**src/rtl/issue_pkg.sv**
```systemverilog
// issue_pkg: shared types and constants for the dual-issue pairing controller.
//   ISSUE_INST_W  - instruction word width stored per issue slot
//   REG_ZERO      - architectural zero register index (never a real dependency)
//   issue_state_e - pairing FSM state (ST_PAIR, ST_SPLIT)
//   issue_slot_t  - one issue-register slot (valid, inst, rd, rdwen, isload)
package issue_pkg;

    localparam int unsigned ISSUE_INST_W = 32;
    localparam logic [4:0]  REG_ZERO     = 5'd0;

    typedef enum logic {
        ST_PAIR  = 1'b0,
        ST_SPLIT = 1'b1
    } issue_state_e;

    typedef struct packed {
        logic                    valid;
        logic [ISSUE_INST_W-1:0] inst;
        logic [4:0]              rd;
        logic                    rdwen;
        logic                    isload;
    } issue_slot_t;

endpackage

```
**src/rtl/issue_hazard.sv**
```systemverilog
// issue_hazard: combinational hazard comparators for a one- or two-instruction candidate.
//   cand_*_0_i / cand_*_1_i - candidate slot 0 / slot 1 (valid, rs1, rs2, rd, rdwen)
//   r_*_i                   - issue-register slot state (valid, isload, rdwen, rd)
//   dep_o                   - slot 1 depends on slot 0 (RAW or WAW), so the pair must split
//   luse_o                  - a candidate reads the destination of a load sitting in R
module issue_hazard
    import issue_pkg::*;
(
    input  logic       cand_valid_0_i,
    input  logic [4:0] cand_rs1_0_i,
    input  logic [4:0] cand_rs2_0_i,
    input  logic [4:0] cand_rd_0_i,
    input  logic       cand_rdwen_0_i,
    input  logic       cand_valid_1_i,
    input  logic [4:0] cand_rs1_1_i,
    input  logic [4:0] cand_rs2_1_i,
    input  logic [4:0] cand_rd_1_i,
    input  logic       cand_rdwen_1_i,
    input  logic [1:0] r_valid_i,
    input  logic [1:0] r_isload_i,
    input  logic [1:0] r_rdwen_i,
    input  logic [4:0] r_rd_0_i,
    input  logic [4:0] r_rd_1_i,
    output logic       dep_o,
    output logic       luse_o
);

    logic [1:0] load_pending;
    logic [1:0] load_hit;

    assign dep_o = cand_valid_1_i & cand_rdwen_0_i & (cand_rd_0_i != REG_ZERO) &
                   ((cand_rd_0_i == cand_rs1_1_i) | (cand_rd_0_i == cand_rs2_1_i) |
                    (cand_rdwen_1_i & (cand_rd_0_i == cand_rd_1_i)));

    // A load in R whose result is not yet available to the next issue slot.
    assign load_pending[0] = r_valid_i[0] & r_isload_i[0] & r_rdwen_i[0] &
                             (r_rd_0_i != REG_ZERO);
    assign load_pending[1] = r_valid_i[1] & r_isload_i[1] & r_rdwen_i[1] &
                             (r_rd_1_i != REG_ZERO);

    assign load_hit[0] =
        (cand_valid_0_i & ((cand_rs1_0_i == r_rd_0_i) | (cand_rs2_0_i == r_rd_0_i))) |
        (cand_valid_1_i & ((cand_rs1_1_i == r_rd_0_i) | (cand_rs2_1_i == r_rd_0_i)));
    assign load_hit[1] =
        (cand_valid_0_i & ((cand_rs1_0_i == r_rd_1_i) | (cand_rs2_0_i == r_rd_1_i))) |
        (cand_valid_1_i & ((cand_rs1_1_i == r_rd_1_i) | (cand_rs2_1_i == r_rd_1_i)));

    assign luse_o = |(load_pending & load_hit);

endmodule

```
**src/rtl/issue_ctrl.sv**
```systemverilog
// issue_ctrl: dual-issue pairing controller between ID and EX.
// Accepts a two-instruction bundle from ID and loads the ID/EX issue register R. Dependent
// pairs are split (slot 1 parked in hold buffer H and issued next), and a bubble is inserted
// when a candidate reads the destination of a load already in R.
// Ports:
//   clock, reset                 - clock, asynchronous active-high reset
//   io_in_valid / io_in_ready    - ID bundle handshake
//   io_in_inst_*, io_in_rs*_*, io_in_rd_*, io_in_rdwen_*, io_in_isload_*, io_in_valid_1
//                                - decoded bundle fields
//   io_flush                     - synchronous flush, highest priority
//   io_out_valid_*, io_out_inst_* - issue register contents toward EX
//   io_out_ready                 - EX consumes R this cycle
//   io_perf_split, io_perf_bubble - performance counters (only with ISSUE_CTRL_PERF_EN)
// Build option: define ISSUE_CTRL_PERF_EN to add the split/bubble performance counters.
// INST_W must not exceed issue_pkg::ISSUE_INST_W, which sizes the stored slot.
module issue_ctrl
    import issue_pkg::*;
#(
    parameter int unsigned INST_W = ISSUE_INST_W
) (
    input  logic              clock,
    input  logic              reset,
    input  logic              io_in_valid,
    output logic              io_in_ready,
    input  logic [INST_W-1:0] io_in_inst_0,
    input  logic [INST_W-1:0] io_in_inst_1,
    input  logic              io_in_valid_1,
    input  logic [4:0]        io_in_rs1_0,
    input  logic [4:0]        io_in_rs2_0,
    input  logic [4:0]        io_in_rd_0,
    input  logic [4:0]        io_in_rs1_1,
    input  logic [4:0]        io_in_rs2_1,
    input  logic [4:0]        io_in_rd_1,
    input  logic              io_in_rdwen_0,
    input  logic              io_in_rdwen_1,
    input  logic              io_in_isload_0,
    input  logic              io_in_isload_1,
    input  logic              io_flush,
    output logic              io_out_valid_0,
    output logic              io_out_valid_1,
    output logic [INST_W-1:0] io_out_inst_0,
    output logic [INST_W-1:0] io_out_inst_1,
`ifdef ISSUE_CTRL_PERF_EN
    output logic [31:0]       io_perf_split,
    output logic [31:0]       io_perf_bubble,
`endif
    input  logic              io_out_ready
);

    issue_state_e state_q, state_d;
    issue_slot_t  r0_q, r0_d;
    issue_slot_t  r1_q, r1_d;
    issue_slot_t  h_q, h_d;
    logic [4:0]   h_rs1_q, h_rs1_d;
    logic [4:0]   h_rs2_q, h_rs2_d;

    issue_slot_t  in_slot_0;
    issue_slot_t  in_slot_1;
    logic         adv;
    logic         accept;
    logic         in_dep;
    logic         in_luse;
    logic         h_dep;
    logic         h_luse;

    // ID bundle: slot 0 is treated as present so io_in_ready never depends on io_in_valid.
    issue_hazard u_hazard_in (
        .cand_valid_0_i (1'b1),
        .cand_rs1_0_i   (io_in_rs1_0),
        .cand_rs2_0_i   (io_in_rs2_0),
        .cand_rd_0_i    (io_in_rd_0),
        .cand_rdwen_0_i (io_in_rdwen_0),
        .cand_valid_1_i (io_in_valid_1),
        .cand_rs1_1_i   (io_in_rs1_1),
        .cand_rs2_1_i   (io_in_rs2_1),
        .cand_rd_1_i    (io_in_rd_1),
        .cand_rdwen_1_i (io_in_rdwen_1),
        .r_valid_i      ({r1_q.valid, r0_q.valid}),
        .r_isload_i     ({r1_q.isload, r0_q.isload}),
        .r_rdwen_i      ({r1_q.rdwen, r0_q.rdwen}),
        .r_rd_0_i       (r0_q.rd),
        .r_rd_1_i       (r1_q.rd),
        .dep_o          (in_dep),
        .luse_o         (in_luse)
    );

    // Hold buffer: a lone instruction, so only its load-use result matters.
    issue_hazard u_hazard_h (
        .cand_valid_0_i (h_q.valid),
        .cand_rs1_0_i   (h_rs1_q),
        .cand_rs2_0_i   (h_rs2_q),
        .cand_rd_0_i    (h_q.rd),
        .cand_rdwen_0_i (h_q.rdwen),
        .cand_valid_1_i (1'b0),
        .cand_rs1_1_i   (REG_ZERO),
        .cand_rs2_1_i   (REG_ZERO),
        .cand_rd_1_i    (REG_ZERO),
        .cand_rdwen_1_i (1'b0),
        .r_valid_i      ({r1_q.valid, r0_q.valid}),
        .r_isload_i     ({r1_q.isload, r0_q.isload}),
        .r_rdwen_i      ({r1_q.rdwen, r0_q.rdwen}),
        .r_rd_0_i       (r0_q.rd),
        .r_rd_1_i       (r1_q.rd),
        .dep_o          (h_dep),
        .luse_o         (h_luse)
    );

    always_comb begin
        in_slot_0        = '0;
        in_slot_0.valid  = 1'b1;
        in_slot_0.inst   = io_in_inst_0;
        in_slot_0.rd     = io_in_rd_0;
        in_slot_0.rdwen  = io_in_rdwen_0;
        in_slot_0.isload = io_in_isload_0;

        in_slot_1        = '0;
        in_slot_1.valid  = io_in_valid_1;
        in_slot_1.inst   = io_in_inst_1;
        in_slot_1.rd     = io_in_rd_1;
        in_slot_1.rdwen  = io_in_rdwen_1;
        in_slot_1.isload = io_in_isload_1;
    end

    assign adv         = ~r0_q.valid | io_out_ready;
    assign io_in_ready = (state_q == ST_PAIR) & adv & ~in_luse & ~io_flush;
    assign accept      = io_in_valid & io_in_ready;

    always_comb begin
        // Slot 1 of the hazard unit is tied off for H, so a pair dependency cannot exist.
        assert (!h_dep);

        state_d = state_q;
        r0_d    = r0_q;
        r1_d    = r1_q;
        h_d     = h_q;
        h_rs1_d = h_rs1_q;
        h_rs2_d = h_rs2_q;

        if (io_flush) begin
            r0_d.valid = 1'b0;
            r1_d.valid = 1'b0;
            h_d.valid  = 1'b0;
            state_d    = ST_PAIR;
        end else begin
            case (state_q)
                ST_PAIR: begin
                    if (adv) begin
                        if (accept) begin
                            r0_d = in_slot_0;
                            if (in_dep) begin
                                r1_d.valid = 1'b0;
                                h_d        = in_slot_1;
                                h_rs1_d    = io_in_rs1_1;
                                h_rs2_d    = io_in_rs2_1;
                                state_d    = ST_SPLIT;
                            end else begin
                                r1_d = in_slot_1;
                            end
                        end else begin
                            // Empty issue slot: either nothing offered or a load-use bubble.
                            r0_d.valid = 1'b0;
                            r1_d.valid = 1'b0;
                        end
                    end
                end
                ST_SPLIT: begin
                    if (adv) begin
                        r1_d.valid = 1'b0;
                        if (h_luse) begin
                            r0_d.valid = 1'b0;
                        end else begin
                            r0_d      = h_q;
                            h_d.valid = 1'b0;
                            state_d   = ST_PAIR;
                        end
                    end
                end
                default: state_d = ST_PAIR;
            endcase
        end
    end

    always_ff @(posedge clock or posedge reset) begin
        if (reset) begin
            state_q <= ST_PAIR;
            r0_q    <= '0;
            r1_q    <= '0;
            h_q     <= '0;
            h_rs1_q <= REG_ZERO;
            h_rs2_q <= REG_ZERO;
        end else begin
            state_q <= state_d;
            r0_q    <= r0_d;
            r1_q    <= r1_d;
            h_q     <= h_d;
            h_rs1_q <= h_rs1_d;
            h_rs2_q <= h_rs2_d;
        end
    end

    assign io_out_valid_0 = r0_q.valid;
    assign io_out_valid_1 = r1_q.valid;
    assign io_out_inst_0  = r0_q.inst;
    assign io_out_inst_1  = r1_q.inst;

`ifdef ISSUE_CTRL_PERF_EN
    logic        split_evt;
    logic        bubble_evt;
    logic [31:0] perf_split_q;
    logic [31:0] perf_bubble_q;

    // accept already excludes flush and SPLIT state.
    assign split_evt  = accept & in_dep;
    assign bubble_evt = ~io_flush & adv &
                        (((state_q == ST_PAIR) & io_in_valid & in_luse) |
                         ((state_q == ST_SPLIT) & h_luse));

    // Free-running, wrap at 2^32; flush deliberately leaves them alone.
    always_ff @(posedge clock or posedge reset) begin
        if (reset) begin
            perf_split_q  <= '0;
            perf_bubble_q <= '0;
        end else begin
            if (split_evt) begin
                perf_split_q <= perf_split_q + 32'd1;
            end
            if (bubble_evt) begin
                perf_bubble_q <= perf_bubble_q + 32'd1;
            end
        end
    end

    assign io_perf_split  = perf_split_q;
    assign io_perf_bubble = perf_bubble_q;
`endif

endmodule

```
**config.mk**
```make
export PLATFORM = sky130hd
export DESIGN_NAME = issue_ctrl
export DESIGN_NICKNAME = d
export VERILOG_FILES = /design/src/rtl/issue_pkg.sv /design/src/rtl/issue_hazard.sv /design/src/rtl/issue_ctrl.sv
export SDC_FILE = /design/constraint.sdc
export NUM_CORES = 1
export LEC_CHECK = 0
export BUFFER_PORTS_ARGS = -buffer_cell sky130_fd_sc_hd__buf_2
export CORE_MARGIN = 3
export CORE_UTILIZATION = 50
export CTS_CLUSTER_SIZE = 40
export DETAILED_ROUTE_END_ITERATION = 7
export GPL_TIMING_DRIVEN = 1
export HOLD_SLACK_MARGIN = 0.06
export PLACE_DENSITY = 0.85
export SYNTH_ARGS = -nofsm -noshare
export SYNTH_HDL_FRONTEND = slang
export SYNTH_HIERARCHICAL = 1
export SYNTH_SLANG_ARGS = --single-unit
```
**constraint.sdc**
```tcl
create_clock -name clock -period 7.9 [get_ports clock]
set_clock_uncertainty 0.15 [all_clocks]
set_input_delay 1.975 -clock clock [delete_from_list [all_inputs] [get_ports clock]]
set_output_delay 1.975 -clock clock [all_outputs]
set_load 0.02 [all_outputs]
```
==> results of run 1 <==
metal layers:
layer  routed length (µm)  GRT usage
met5                   13          0
met4                  246     0.0587
met3                 1490     0.0772
met2                 9480      0.382
met1                 7600      0.288
layout make-up:
class | instances | area [µm²]
Inverter | 29 | 111
Timing Repair Buffer | 175 | 888
Sequential cell | 131 | 3280
Fill cell | 1240 | 6100
Clock inverter | 13 | 171
Clock buffer | 19 | 453
Multi-Input combinational cell | 401 | 3410
Tap cell | 184 | 230
per-stage QoR:
| stage | cells | hold slack [ps] |
|---|---|---|
| 3_3_place_gp | 920 | 316 |
| 5_1_grt | 952 | 362 |
| 4_1_cts | 952 | 341 |
| 6_report | 952 | 337 |
| 2_1_floorplan | 681 | 307 |
| 3_5_place_dp | 920 | 320 |
registers in the layout, indices dropped and copies added, names as in the netlist:
name,cells
h_rs2_q,5
h_rs1_q,5
h_q,40
io_out_inst_1,32
io_out_valid_0,1
state_q,1
io_out_inst_0,32
r1_q,7
r0_q,7
io_out_valid_1,1
cells in the final DEF (no fill, tap or decap), drive strengths merged, types with 3 or more instances in the layout:
master	n
a22oi	4
a41oi	26
and2	27
buf	175
bufinv	3
clkbuf	19
clkinv	3
clkinvlp	3
conb	24
dfrtp	131
inv	33
mux2	88
nand2	17
nand3	20
nand4	15
nor2	3
o2111ai	4
o211ai	3
o221ai	13
o22ai	10
o2bb2ai	26
or4	5
xnor2	85
xor2	10
report_power, final:
| part | internal (mW) | total [mW] | switching [mW] |
|---|---|---|---|
| clock | 0.519 | 0.830 | 0.312 |
| combinational | 0.242 | 0.491 | 0.250 |
| sequential | 0.778 | 0.888 | 0.110 |
| total | 1.54 | 2.21 | 0.671 |
final timing paths:
path / to / start / cells after the start / slack [ps]
setup / recovery: io_in_ready / io_in_rs2_1[3] / 8 / 2260
hold / removal: io_out_inst_0[10]$_DFFE_PP0P_ / io_out_inst_0[10]$_DFFE_PP0P_ / 1 / 340
setup reg to reg: h_q[15]$_DFFE_PP0P_ / r0_q[6]$_DFFE_PP0P_ / 9 / 3950
hold reg to reg: io_out_inst_0[10]$_DFFE_PP0P_ / io_out_inst_0[10]$_DFFE_PP0P_ / 1 / 340
max in group asynchronous: io_out_inst_0[11]$_DFFE_PP0P_ / reset / 3 / 4630
min in group asynchronous: io_out_inst_1[15]$_DFFE_PP0P_ / reset / 2 / 1560
worst max-delay path: stages:
cell	delay (ps)
buf_2	130
xnor2_1	140
nand3_1	110
o22ai_1	100
a22oi_1	200
o22ai_1	170
nor4_1	430
buf_2	250
==> out/qor.csv, run 1 <==
metric,value,unit
outcome,"complete, no violations",
peakVddDrop,0.204,mV
slew_headroom,0.238,
ant_nets,0,
rsz0062_at_grt,false,
rows,44,
hold_violations,0,
cts_tree,built,
grt_max_degree,68,
place_area,0.00792,mm²
path_clk_slew,60,ps
pin_count,171,
fin_setup_tns,0,ps
grt_pass1_wl,29400,µm
total_leakage_power,3.96,nW
vias_per_cell,5.61,
drcViolationCount,0,
max_freq,0.177,GHz
dr_total_vias,5343,
cp_max_fo,4,
total_power,2.21,mW
dieArea,0.0166,mm²
hp-class,reg2reg,
cts_hold_buf,0,
final-max-slew-violation-count,0,
portBuffers,170,
yosysWarnings,6,
cts_resized,0,
worst_ep_arrival_time,3520,ps
fin_area,0.00854,mm²
hpwl,12900,µm
initial_utilization,0.516,
post_cts_buffers,0,
post-route-period-util,0.714,
final_nets,859,
cts_buffer_depth,2,
wl,18800,µm
drtIter0Drc,396,
cp-start-kind,input port,
fin_util,0.583,
grt_overflow,0,
layout-drive-gt1-share,0.395,
grt_pass1_vias,5489,
synthToLayoutAreaGrowth,13.1,%
setup_ws,2260,ps
netlist_area,0.00755,mm²
detailedRoute.firstPassIterationCount,4,
clkLatencyLatePin,410,ps
end_kind,primary output,
worstMarginPinSlew,1140,ps
post-route-min-period,5640,ps
maxCapViolCount,0,
dpl_worst_slack,2320,ps
syn_area_per_cell,11.5,µm²
cts_root_buf,clkbuf_16,
gpl.final_weighted_congestion,0.929,
design.core.area,0.0146,mm²
grt_usage,0.229,
h-tree-depth,4,
syn_inst,659,
setup_viol,0,
diodes,0,
die_h,129,µm
antenna_found_initial,1,
wire_per_inst,19.8,µm
die_x,129,µm
clock-sinks,131,
critPathRequiredTime,5780,ps
cellPowerDensity,259,mW/mm²
numCtsBuffers,17,
critPathKind,in2out,
Power figures use the tool's default switching activity.
==> inputs of run 2 (changes only) <==
- ABC_AREA: not set -> 1
- PLACE_DENSITY: 0.85 -> 0.86
- clock period: 7.9 -> 5.9 ns (I/O delays scaled with it)
==> run 2 against run 1 <==
  * Worst setup slack worse by 880 ps
  * Synthesized cell count is 50% higher
  * Critical path type unchanged
  * Critical path depth up 6
  * Sequential power grew 36%
  * Count of clock-buffer cells in the layout up 1
  * Cell count grew 37%
==> out/qor.csv, run 2 <==
metric,value,unit,change
final-max-slew-violation-count,0,,unchanged
largest_reg_flops,40,,unchanged
design.core.area,0.0142,mm²,was 0.0146 mm²
post-route-period-util,0.766,,
netlist_area,0.00744,mm²,was 0.00755 mm²
layout_commonest_cell,nand2_1,,was buf_2
crit_path_frequent_cell,nand2_1,,
path_cells,buf_2 -> inv_1 -> nand2_1 -> nand2_1 -> nor2_1 -> nand3_1 -> nand2_1 -> nand2_1 -> nand2_1 -> nand2_1 -> nand2_1 -> nor2_2 -> and3_1 -> buf_2,,was buf_2 -> xnor2_1 -> nand3_1 -> o22ai_1 -> a22oi_1 -> o22ai_1 -> nor4_1 -> buf_2
slowest_stage,and3_1,,was nor4_1
cts_buffer_depth,2,,unchanged
wire_per_inst,14.8,µm,was 19.8 µm
cp_slowest_stage_delay,220,ps,was 430 ps
sw_frac_of_total,0.324,,was 0.304
peakVddDrop,0.323,mV,was 0.204 mV
p_comb_frac,0.225,,was 0.222
p_int,2.04,mW,was 1.54 mW
dpl_worst_slack,1410,ps,was 2320 ps
worstMarginPinSlew,973,ps,was 1140 ps
grt_pass1_vias,6431,,was 5489
hold_violations,0,,unchanged
dr_total_vias,6605,,was 5343
min_to,io_out_inst_0[15]$_DFFE_PP0P_,,was io_out_inst_0[10]$_DFFE_PP0P_
rr_worst_depth,11,,was 9
p_sw,978,µW,was 671 µW
grt_pass1_wl,31200,µm,was 29400 µm
slew_headroom,0.349,,was 0.238
clockPowerShare,0.376,,about the same
pin_count,171,,unchanged
cellPowerDensity,348,mW/mm²,was 259 mW/mm²
end_kind,primary output,,unchanged
total_leakage_power,4.77,nW,was 3.96 nW
wl_met2,9530,µm,was 9480 µm
crit_family,simple AND/OR/NAND/NOR gates,,unchanged
met3_length,1510,µm,was 1490 µm
die_h,128,µm,was 129 µm
path_clk_slew,60,ps,about the same
cts_tree,built,,unchanged
cts_resized,0,,unchanged
clock-sinks,131,,unchanged
detailedRoute.firstPassIterationCount,7,,was 4
reg2reg_from,r1_q[5]$_DFFE_PP0P_,,was r0_q[6]$_DFFE_PP0P_
initial_utilization,0.524,,was 0.516
outcome,"complete, no violations",,unchanged
layout-drive-gt1-share,0.210,,was 0.395
post_cts_buffers,0,,unchanged
wl,19300,µm,was 18800 µm
h-tree-depth,4,,unchanged
r2r_slack,2360,ps,was 3950 ps
final_nets,1217,,was 859
rsz0062_at_grt,false,,unchanged
critPathKind,in2out,,unchanged
gpl.final_weighted_congestion,0.925,,was 0.929
yosysWarnings,6,,unchanged
numCtsBuffers,17,,unchanged
antenna_found_initial,1,,unchanged
clkLatencyLatePin,420,ps,was 410 ps
drcViolationCount,0,,unchanged
critPathRequiredTime,4280,ps,was 5780 ps
routed.top_layer,met4,,was met5
cp-start-kind,input port,,unchanged
total_power,3.02,mW,was 2.21 mW
hp-class,reg2reg,,unchanged
rows,43,,was 44
hold_slack,332,ps,was 337 ps
die_x,128,µm,was 129 µm
syn_area_per_cell,7.55,µm²,was 11.5 µm²
cp_max_fo,5,,was 4
worst_ep_arrival_time,2890,ps,was 3520 ps
max_freq,0.221,GHz,
portBuffers,170,,unchanged
drtIter0Drc,509,,was 396
grt_overflow,0,,unchanged
cts_hold_buf,0,,unchanged
setup_ws,1380,ps,was 2260 ps
wl_met1,7870,µm,was 7600 µm
grt_usage,0.240,,was 0.229
cts_root_buf,clkbuf_16,,unchanged
fin_setup_tns,0,ps,unchanged
maxCapViolCount,0,,unchanged
post-route-min-period,4520,ps,
worstHoldStart,io_out_inst_0[15]$_DFFE_PP0P_,,was io_out_inst_0[10]$_DFFE_PP0P_
hold_depth,2,,was 1
vias_per_cell,5.05,,was 5.61
largest_register,h_q,,unchanged
setup_viol,0,,unchanged
r2r_end,io_out_inst_1[8]$_DFFE_PP0P_,,was h_q[15]$_DFFE_PP0P_
syn_inst,986,,was 659
ant_nets,0,,unchanged
path_buf_inv,3,,was 2
hpwl,13600,µm,was 12900 µm
grt_max_degree,58,,was 68
power_frac_seq,0.400,,was 0.402
synthToLayoutAreaGrowth,16.5,%,was 13.1%
dieArea,0.0164,mm²,was 0.0166 mm²
most-common-layout-cells,"353 x nand2_1, 170 x buf_2, 130 x dfrtp_1",,"was 170 x buf_2, 131 x dfrtp_1, 85 x xnor2_1"
-- run 2: changes by cell type in the layout (fill, tap and decap cells not counted), moves of 30 or more --
cell	previous run	this run
o21ai_0	0	93
nand2_1	17	353
xnor2_1	85	20
mux2_2	59	0
inv_1	28	92
nor2_1	2	43
mux2i_1	0	39
o21ai_1	0	30
-- run 2: metal layers --
metal | track usage | vias up
met5 | 0 | -
met2 | 0.406 | 253
met1 | 0.289 | 3104
met3 | 0.0654 | 28
li1 | - | 3220
met4 | 0.0968 | 0
-- run 2: worst reg2reg max path: stages, from the launching register on --
cell	delay [ps]
dfrtp_1	600
nor3_1	280
nand3_1	140
nand4_1	150
inv_1	60
nand2_1	70
nand2_1	100
nor2_2	200
and3_1	220
nand3_2	710
buf_4	550
o21ai_0	230
-- run 2: layout make-up --
class	count	area, µm²
timing repair buffer	176	896
multi-input combinational	672	3180
inverter	115	434
antenna	2	5.00
clock buffer	20	467
sequential	131	3280
tap	180	225
fill	1211	5540
clock inverter	12	179
-- run 2: stage by stage --
step / instances / instance area (µm²) / utilization
final: 1308 / 8670 / 0.610
after detailed placement: 1274 / 8020 / 0.564
after global routing: 1307 / 8670 / 0.610
after CTS: 1306 / 8660 / 0.610
after global placement: 1274 / 8020 / 0.564
after floorplan: 1017 / 7560 / -
-- run 2: worst max path at each step --
stage	endpoint	cells past startpoint	startpoint
after floorplan	h_q[0]$_DFFE_PP0P_	1	reset
after global placement	io_in_ready	14	io_in_rs1_1[3]
after detailed placement	io_in_ready	14	io_in_rs1_1[0]
after CTS	io_in_ready	14	io_in_rs1_1[0]
after global routing	io_in_ready	14	io_in_rs1_1[3]
final	io_in_ready	14	io_in_rs1_1[0]
-- run 2: power by group through the flow --
stage | logic [mW] | registers, mW | clock network [mW]
after CTS | 0.677 | 1.20 | 1.14
after global placement | 0.648 | 1.21 | 0
after detailed placement | 0.671 | 1.21 | 0
after global routing | 0.761 | 1.23 | 1.18
after floorplan | 0.599 | 1.16 | 0
final | 0.679 | 1.21 | 1.13
